File: config.mk
export PLATFORM = sky130hd
export DESIGN_NAME = wwm_projectile
export DESIGN_NICKNAME = d
export VERILOG_FILES = /design/src/rtl/wwm_projectile.sv
export SDC_FILE = /design/constraint.sdc
export NUM_CORES = 1
export LEC_CHECK = 0
export ABC_AREA = 1
export BUFFER_PORTS_ARGS = -buffer_cell sky130_fd_sc_hd__buf_2
export CAP_MARGIN = 20
export CORE_MARGIN = 10
export CORE_UTILIZATION = 44
export DETAILED_ROUTE_END_ITERATION = 8
export RECOVER_POWER = 100
export SYNTH_ARGS = -nofsm -noshare
export SYNTH_HDL_FRONTEND = slang
export SYNTH_SLANG_ARGS = --single-unit
File: constraint.sdc
create_clock -name clk -period 2.61 [get_ports clk]
set_input_delay 0.261 -clock clk [delete_from_list [all_inputs] [get_ports clk]]
set_output_delay 0.261 -clock clk [all_outputs]
set_load 0.02 [all_outputs]
File: src/rtl/wwm_projectile.sv
// wwm_projectile: launches a projectile from a fixed point and advances it
// once per physics tick under constant horizontal speed and stepped gravity,
// then reports whether it landed in the target window (Hit) or left the
// playfield or timed out (Miss).
//
// state  | meaning
// IDLE   | waiting for Launch; position and t_air frozen
// FLIGHT | physics ticks advance position; result checked every cycle
module wwm_projectile #(
  parameter int X_INITIAL = 200,
  parameter int Y_INITIAL = 400,
  parameter int TICK_DIV  = 1666667,
  parameter int GRAV_DIV  = 4
) (
  input  logic       clk,
  input  logic       Reset,
  input  logic       Launch,
  input  logic       Abort,
  input  logic [3:0] vX,
  input  logic [3:0] vY,
  output logic [9:0] projectileCenterX,
  output logic [9:0] projectileCenterY,
  output logic [9:0] t_air,
  output logic       Busy,
  output logic       Hit,
  output logic       Miss
);

  localparam int CNT_W  = (TICK_DIV > 1) ? $clog2(TICK_DIV) : 1;
  localparam int GRAV_W = (GRAV_DIV > 1) ? $clog2(GRAV_DIV) : 1;
  localparam logic [CNT_W-1:0]  CNT_LAST  = CNT_W'(TICK_DIV - 1);
  localparam logic [GRAV_W-1:0] GRAV_LAST = GRAV_W'(GRAV_DIV - 1);
  localparam logic [9:0]        X_INIT    = 10'(X_INITIAL);
  localparam logic [9:0]        Y_INIT    = 10'(Y_INITIAL);
  localparam logic [7:0]        VY_MIN    = 8'h80;

  // Target window and playfield limits, in pixels.
  localparam logic [9:0] HIT_X_LO  = 10'd650;
  localparam logic [9:0] HIT_X_HI  = 10'd675;
  localparam logic [9:0] HIT_Y_LO  = 10'd470;
  localparam logic [9:0] HIT_Y_HI  = 10'd475;
  localparam logic [9:0] MISS_X_HI = 10'd775;
  localparam logic [9:0] MISS_X_LO = 10'd160;
  localparam logic [9:0] MISS_Y_HI = 10'd475;
  localparam logic [9:0] MISS_Y_LO = 10'd50;
  localparam logic [9:0] T_LAST    = 10'd1023;

  typedef enum logic {
    IDLE   = 1'b0,
    FLIGHT = 1'b1
  } state_t;

  state_t state;
  state_t state_nxt;

  logic [CNT_W-1:0]  tick_cnt;
  logic [GRAV_W-1:0] grav_cnt;
  logic [9:0]        pos_x;
  logic [9:0]        pos_y;
  logic [3:0]        vx;
  logic signed [7:0] vy;

  logic tick;
  logic hit_det;
  logic miss_det;
  logic launch_go;
  logic tick_go;
  logic hit_nxt;
  logic miss_nxt;

  logic signed [10:0] y_diff;
  logic [9:0]         y_new;

  assign tick = (state == FLIGHT) && (tick_cnt == CNT_LAST);

  assign hit_det = (pos_x >= HIT_X_LO) && (pos_x <= HIT_X_HI) &&
                   (pos_y >= HIT_Y_LO) && (pos_y <= HIT_Y_HI);

  assign miss_det = (pos_x >= MISS_X_HI) || (pos_x <= MISS_X_LO) ||
                    (pos_y >= MISS_Y_HI) || (pos_y <= MISS_Y_LO) ||
                    (t_air == T_LAST);

  // Upward speed raises the projectile, so it is subtracted; anything that
  // would go above the top edge is pinned at row 0.
  assign y_diff = $signed({1'b0, pos_y}) - $signed({{3{vy[7]}}, vy});
  assign y_new  = y_diff[10] ? 10'd0 : y_diff[9:0];

  // State register and registered result pulses.
  always_ff @(posedge clk or posedge Reset) begin
    if (Reset) begin
      state <= IDLE;
      Hit   <= 1'b0;
      Miss  <= 1'b0;
    end else begin
      state <= state_nxt;
      Hit   <= hit_nxt;
      Miss  <= miss_nxt;
    end
  end

  // Next state, launch/tick qualification and result decode.
  // Abort beats a pending result; a result beats a coincident tick so the
  // reported position is the one that triggered it.
  always_comb begin
    state_nxt = state;
    hit_nxt   = 1'b0;
    miss_nxt  = 1'b0;
    launch_go = 1'b0;
    tick_go   = 1'b0;
    case (state)
      IDLE: begin
        if (Launch && !Abort) begin
          state_nxt = FLIGHT;
          launch_go = 1'b1;
        end
      end
      FLIGHT: begin
        if (Abort) begin
          state_nxt = IDLE;
        end else if (hit_det) begin
          state_nxt = IDLE;
          hit_nxt   = 1'b1;
        end else if (miss_det) begin
          state_nxt = IDLE;
          miss_nxt  = 1'b1;
        end else begin
          tick_go = tick;
        end
      end
      default: state_nxt = IDLE;
    endcase
  end

  // Physics tick divider; runs only while in flight.
  always_ff @(posedge clk or posedge Reset) begin
    if (Reset) begin
      tick_cnt <= '0;
    end else if (launch_go) begin
      tick_cnt <= '0;
    end else if (state == FLIGHT) begin
      tick_cnt <= (tick_cnt == CNT_LAST) ? '0 : tick_cnt + CNT_W'(1);
    end
  end

  // Position, flight time and velocity. grav_cnt tracks t_air modulo
  // GRAV_DIV, so it reaching GRAV_LAST means the new t_air is a multiple.
  always_ff @(posedge clk or posedge Reset) begin
    if (Reset) begin
      pos_x    <= X_INIT;
      pos_y    <= Y_INIT;
      t_air    <= 10'd0;
      vx       <= 4'd0;
      vy       <= 8'sd0;
      grav_cnt <= '0;
    end else if (launch_go) begin
      pos_x    <= X_INIT;
      pos_y    <= Y_INIT;
      t_air    <= 10'd0;
      vx       <= vX;
      vy       <= $signed({4'b0000, vY});
      grav_cnt <= '0;
    end else if (tick_go) begin
      pos_x    <= pos_x + {6'b000000, vx};
      pos_y    <= y_new;
      t_air    <= t_air + 10'd1;
      grav_cnt <= (grav_cnt == GRAV_LAST) ? '0 : grav_cnt + GRAV_W'(1);
      if ((grav_cnt == GRAV_LAST) && (vy != VY_MIN)) begin
        vy <= vy - 8'sd1;
      end
    end
  end

  assign projectileCenterX = pos_x;
  assign projectileCenterY = pos_y;
  assign Busy              = (state == FLIGHT);

endmodule

-- Word level (Yosys, flattened, before mapping)
Index checks and enable logic that the tools add are counted.
- multipliers: 0
- reductions and logical operators: 15
- multiplexer cells: 33
- equality and inequality tests: 4
- bitwise gates (word level): 1
- shift-type cells: 0
- $add $sub $neg: 6
- div/mod/pow operators: 0
- order comparisons: 8
- operators by type and width (cell ; count):
    $mux W10 ; 7
    $mux W21 ; 3
    $mux W8 ; 3
    $add A21 B1 Y21 const B ; 1
    $eq A21 B21 Y1 const B ; 1
    $ge A10 B10 Y1 const B ; 2
    $ge A10 B9 Y1 const B ; 2
    $mux W1 ; 16
    $sub A11 B8 Y11 ; 1
    $add A10 B1 Y10 const B ; 1
    $add A10 B4 Y10 ; 1
    $eq A10 B10 Y1 const B ; 1
    $le A10 B10 Y1 const B ; 1
    $le A10 B6 Y1 const B ; 1
    $le A10 B8 Y1 const B ; 1
    $le A10 B9 Y1 const B ; 1
    $ne A8 B8 Y1 const B ; 1
    $sub A8 B2 Y8 const B ; 1
    $logic_and A1 B1 Y1 ; 6
    $mux W2 ; 3
    $reduce_bool A2 Y1 ; 3
    $logic_or A1 B1 Y1 ; 4
    $add A2 B1 Y2 const B ; 1
    $eq A2 B2 Y1 const B ; 1
    other kinds (4) ; 4
- bits in latches: 0
- bits in writable memories: 0
- logic and storage cells: 77
- output and inout bits: 33
- bits in registers: 68
- input port bits: 12
- memory bits (read-only): 0
- memories kept: 0

-- Logic depth before layout (Yosys ltp)
- depth in word-level cells: 11
- mapped depth: 12
- mapped depth without buffers: 12

-- Worst setup path before layout
Ideal clock, no wire load.
- path kind: register -> register
- start point: register pos_x[0], in the netlist projectileCenterX[0]
- end point: register pos_x[8], in the netlist projectileCenterX[8]
- path buffers: 0
- path slack: 0.492 ns
- arrival: 2.000 ns
- setup time: 0.118 ns
- period minus slack after synthesis: 2.118 ns
- data required time: 2.492 ns
- cell stages (with the launch flop): 11
- cells stage by stage: dfrtp_1 -> ha_1 -> inv_1 -> fa_1 -> o21ai_0 -> nand3_1 -> nor2_1 -> xor2_1 -> nor2_1 -> nand3_1 -> nand2_1
- word-level cells in the longest chain between the ends: 10
- elaborated cells between the ends (all ways): 19
- those cells by class: add/sub (1); order compare (4); mux (6); reduce/logical (8)
- ends and longest elaborated chain (what ; RTL line ; source):
    from (decl) ; 58 ; logic [9:0] pos_x;
    from (signal assigned) ; 163 ; pos_x <= pos_x + {6'b000000, vx};
    $ge A10 B10 Y1 / $le A10 B8 Y1 (equally long branches) ; 79 ; assign miss_det = (pos_x >= MISS_X_HI) || (pos_x <= MISS_X_LO) ||
    $logic_or A1 B1 Y1 (2 in a row) ; 79 ;
    $logic_or A1 B1 Y1 (2 in a row) ; 80 ; (pos_y >= MISS_Y_HI) || (pos_y <= MISS_Y_LO) ||
    $mux W1 ; 123 ; end else if (miss_det) begin
    $mux W1 ; 120 ; end else if (hit_det) begin
    $mux W1 ; 118 ; if (Abort) begin
    $mux W1 ; 110 ; case (state)
    $reduce_bool A2 Y1 (no source line) ; - ;
Several ways; a longest one is shown, not always the timed one. The select of a mux whose other input is x is not followed.
A chain may end at the register's enable or synchronous reset.

-- Worst setup path in the final report
Ends and elaborated chain as after synthesis.

==> metrics.yaml <==
clock_tree:
  post_cts_buffers: 0
  numCtsBuffers: 9
  clock_latency_ps: 350
  cts_resized: 0
  cts_root_buffer: "clkbuf_8"
  ctsHoldBuffers: 0
  htree_levels: 3
  clk_pin_slew_ps: 70
  max-clock-path-buffers: 2
  cts_sinks: 68
  cts_tree: "yes"
floorplan:
  die_h_um: 123
  ios: 45
  die-area_mm2: 0.0151
  core_area_mm2: 0.0103
  fp-row-count: 37
  die_x_um: 123
  start_util_pct: 45.2
worst_setup_path:
  path_delay_family: "adder cells"
  r2r_cells: 10
  critPathRequiredTime_ps: 2850
  r2r_start: "projectileCenterX[0]"
  worstSetupStartpoint: "projectileCenterX[0]"
  worstPathArrival_ps: 2620
  cp-start-kind: "flop"
  cp_max_fo: 6
  cp-end-kind: "flop"
  cp_slowest_cell: "dfrtp_1"
  path_buf_inv: 1
  path_depth: 10
  path_class: "reg -> reg"
  cpPeakStageDelay_ps: 470
  crit_path_cell_trace: "ha_1 > inv_1 > fa_1 > o21ai_0 > nand3_1 > nor2_1 > xor2_1 > nor2_1 > nand3_1 > nand2_1"
place:
  gp_congestion: 0.929
  place_hpwl_mm: 9.54
  port_buffers: 44
sta:
  finalHoldViolations: 0
  worstMarginPinSlew_ps: 1150
  setup_viol: 0
  timing.hold.ws_ps: 121
  fmaxAchievable_mhz: 420
  post-route-period-util_pct: 91.3
  slew_viol_final: 0
  finalSetupTns_ps: 0
  max_slew_margin_pct: 23.4
  period_minus_slack_ps: 2380
  final.setup_skew_ps: 8.96
  rsz0062_at_grt: "no"
layout:
  area_growth_syn_to_layout_pct: 11.1
  nFillCells: 1041
  diodes: 0
  final_nets: 725
  drive_above_1_share_pct: 7.04
detailed_routing:
  drt-vias-per-instance: 5.33
  drt_first_pass_iters: 4
  drt-initial-drc-count: 350
  num_vias: 4433
  drc: 0
  drt.antenna.violating_nets: 0
  routed_wl_mm: 12.6
  drt-wirelength-per-cell_um: 15.1
yosys:
  yosysSeqAreaShare_pct: 36.6
  netlist_instances: 644
  synth_area_mm2: 0.00467
  synth_edf_count: 0
  synthFlopType: "dfrtp_1"
  synth_area_leaders: "dfrtp_1 33%, nand2_1 13%, nand3_1 8.4%"
  ys_warn_count: 0
  synthesis.nets: 678
  synth_common_cells: "156 x nand2_1, 78 x inv_1, 78 x nand3_1, 62 x dfrtp_1, 51 x nor2_1"
  synth_top_area_share_pct: 33.2
  synth_top_area_cell: "dfrtp_1"
  yosys.cell_types.count: 33
  yosys_register_bits: 68
  syn_area_per_cell_um2: 7.25
  synthArstFlopShare_pct: 100
  yosys.cell_count.top_type: "nand2_1"
flow_run:
  cap_viol_max_count: 0
global_route:
  grt_usage_pct: 17.0
  grt.overflow.total: 0
  grt_max_degree: 39
  first_global_vias: 4358
  antenna_found_initial: 0
  grt_pass1_wl_mm: 21.0
outcome:
  status: "complete, no violations"
worst_hold_path:
  holdCritPathClass: "in -> reg"
  min-delay-start: "Abort"
  hold_depth: 2
pwr:
  power.density_mw_per_mm2: 547
  ir_drop_uv: 283
  power_uw: 2840
  cellLeakagePower_uw: 0.00254
## metrics by stage
stage	area [um^2]	utilization, %	std cells	setup WS (ps)
2_1_floorplan	4670	-	644	492
3_3_place_gp	5050	49.0	816	342
3_5_place_dp	5050	49.0	816	292
4_1_cts	5250	50.9	832	270
5_1_grt	5190	50.3	832	74.1
6_report	5190	50.3	832	227
## area by class of cell
class / count / area, um^2 / area share (%)
Inverter: 78 / 293 / 5.64
Sequential cell: 68 / 1710 / 32.9
Tap cell: 136 / 170 / 3.28
Clock buffer: 15 / 166 / 3.21
Multi-Input combinational cell: 480 / 2570 / 49.5
Clock inverter: 1 / 30.0 / 0.579
Timing Repair Buffer: 54 / 250 / 4.82
## cell usage in the layout (no fill, tap or decap), drive strengths merged, types with 2 or more instances in the layout
cell type	instances
o21ai	50
ha	20
inv	78
nor3	13
o21bai	3
o22ai	9
fa	2
dfstp	6
clkbuf	46
dfrtp	62
nor2	53
nand4	32
nand3	80
xnor2	6
o211ai	4
a21oi	11
nand2	159
nor4	5
nand3b	4
buf	23
xor2	25
## registers in the layout, summed over array words and instances, names as in the netlist
register           flops
Miss                   1
grav_cnt               2
projectileCenterX     10
Busy                   1
t_air                 10
Hit                    1
vy                     8
vx                     4
projectileCenterY     10
tick_cnt              21
## metal layers
layer | part of all wire [%] | vias up | wire length (um) | GRT usage [%]
met5 | 0 | - | 0 | 0
met4 | 2.0 | 0 | 247 | 5.90
met3 | 3.9 | 19 | 485 | 3.60
met2 | 49 | 81 | 6200 | 28.3
met1 | 45 | 2096 | 5660 | 21.5
li1 | - | 2237 | - | -
## power breakdown
group / total [uW] / leakage (uW) / internal (uW) / switching [uW]
Clock: 898 / 0.0000979 / 496 / 401
Sequential: 1200 / 0.000911 / 1120 / 79.4
Combinational: 744 / 0.00153 / 266 / 478
Total: 2840 / 0.00254 / 1880 / 959
## path summary, 6_finish.rpt
check	slack [ps]	end
setup / recovery	230	projectileCenterX[8]
hold / removal	120	Hit
setup reg to reg	230	projectileCenterX[8]
hold reg to reg	500	vx[0]
max in group asynchronous	840	projectileCenterX[1]
min in group asynchronous	200	projectileCenterY[9]
## cells by family after synthesis
group	Yosys count	share of synthesized area, %
fa+ha+maj	22	6.22
flops	68	36.6
simple gates	348	33.9
compound gates	79	9.16
buf+inv	96	8.25
xor+xnor	31	5.81
(Power assumes the default switching activity.)
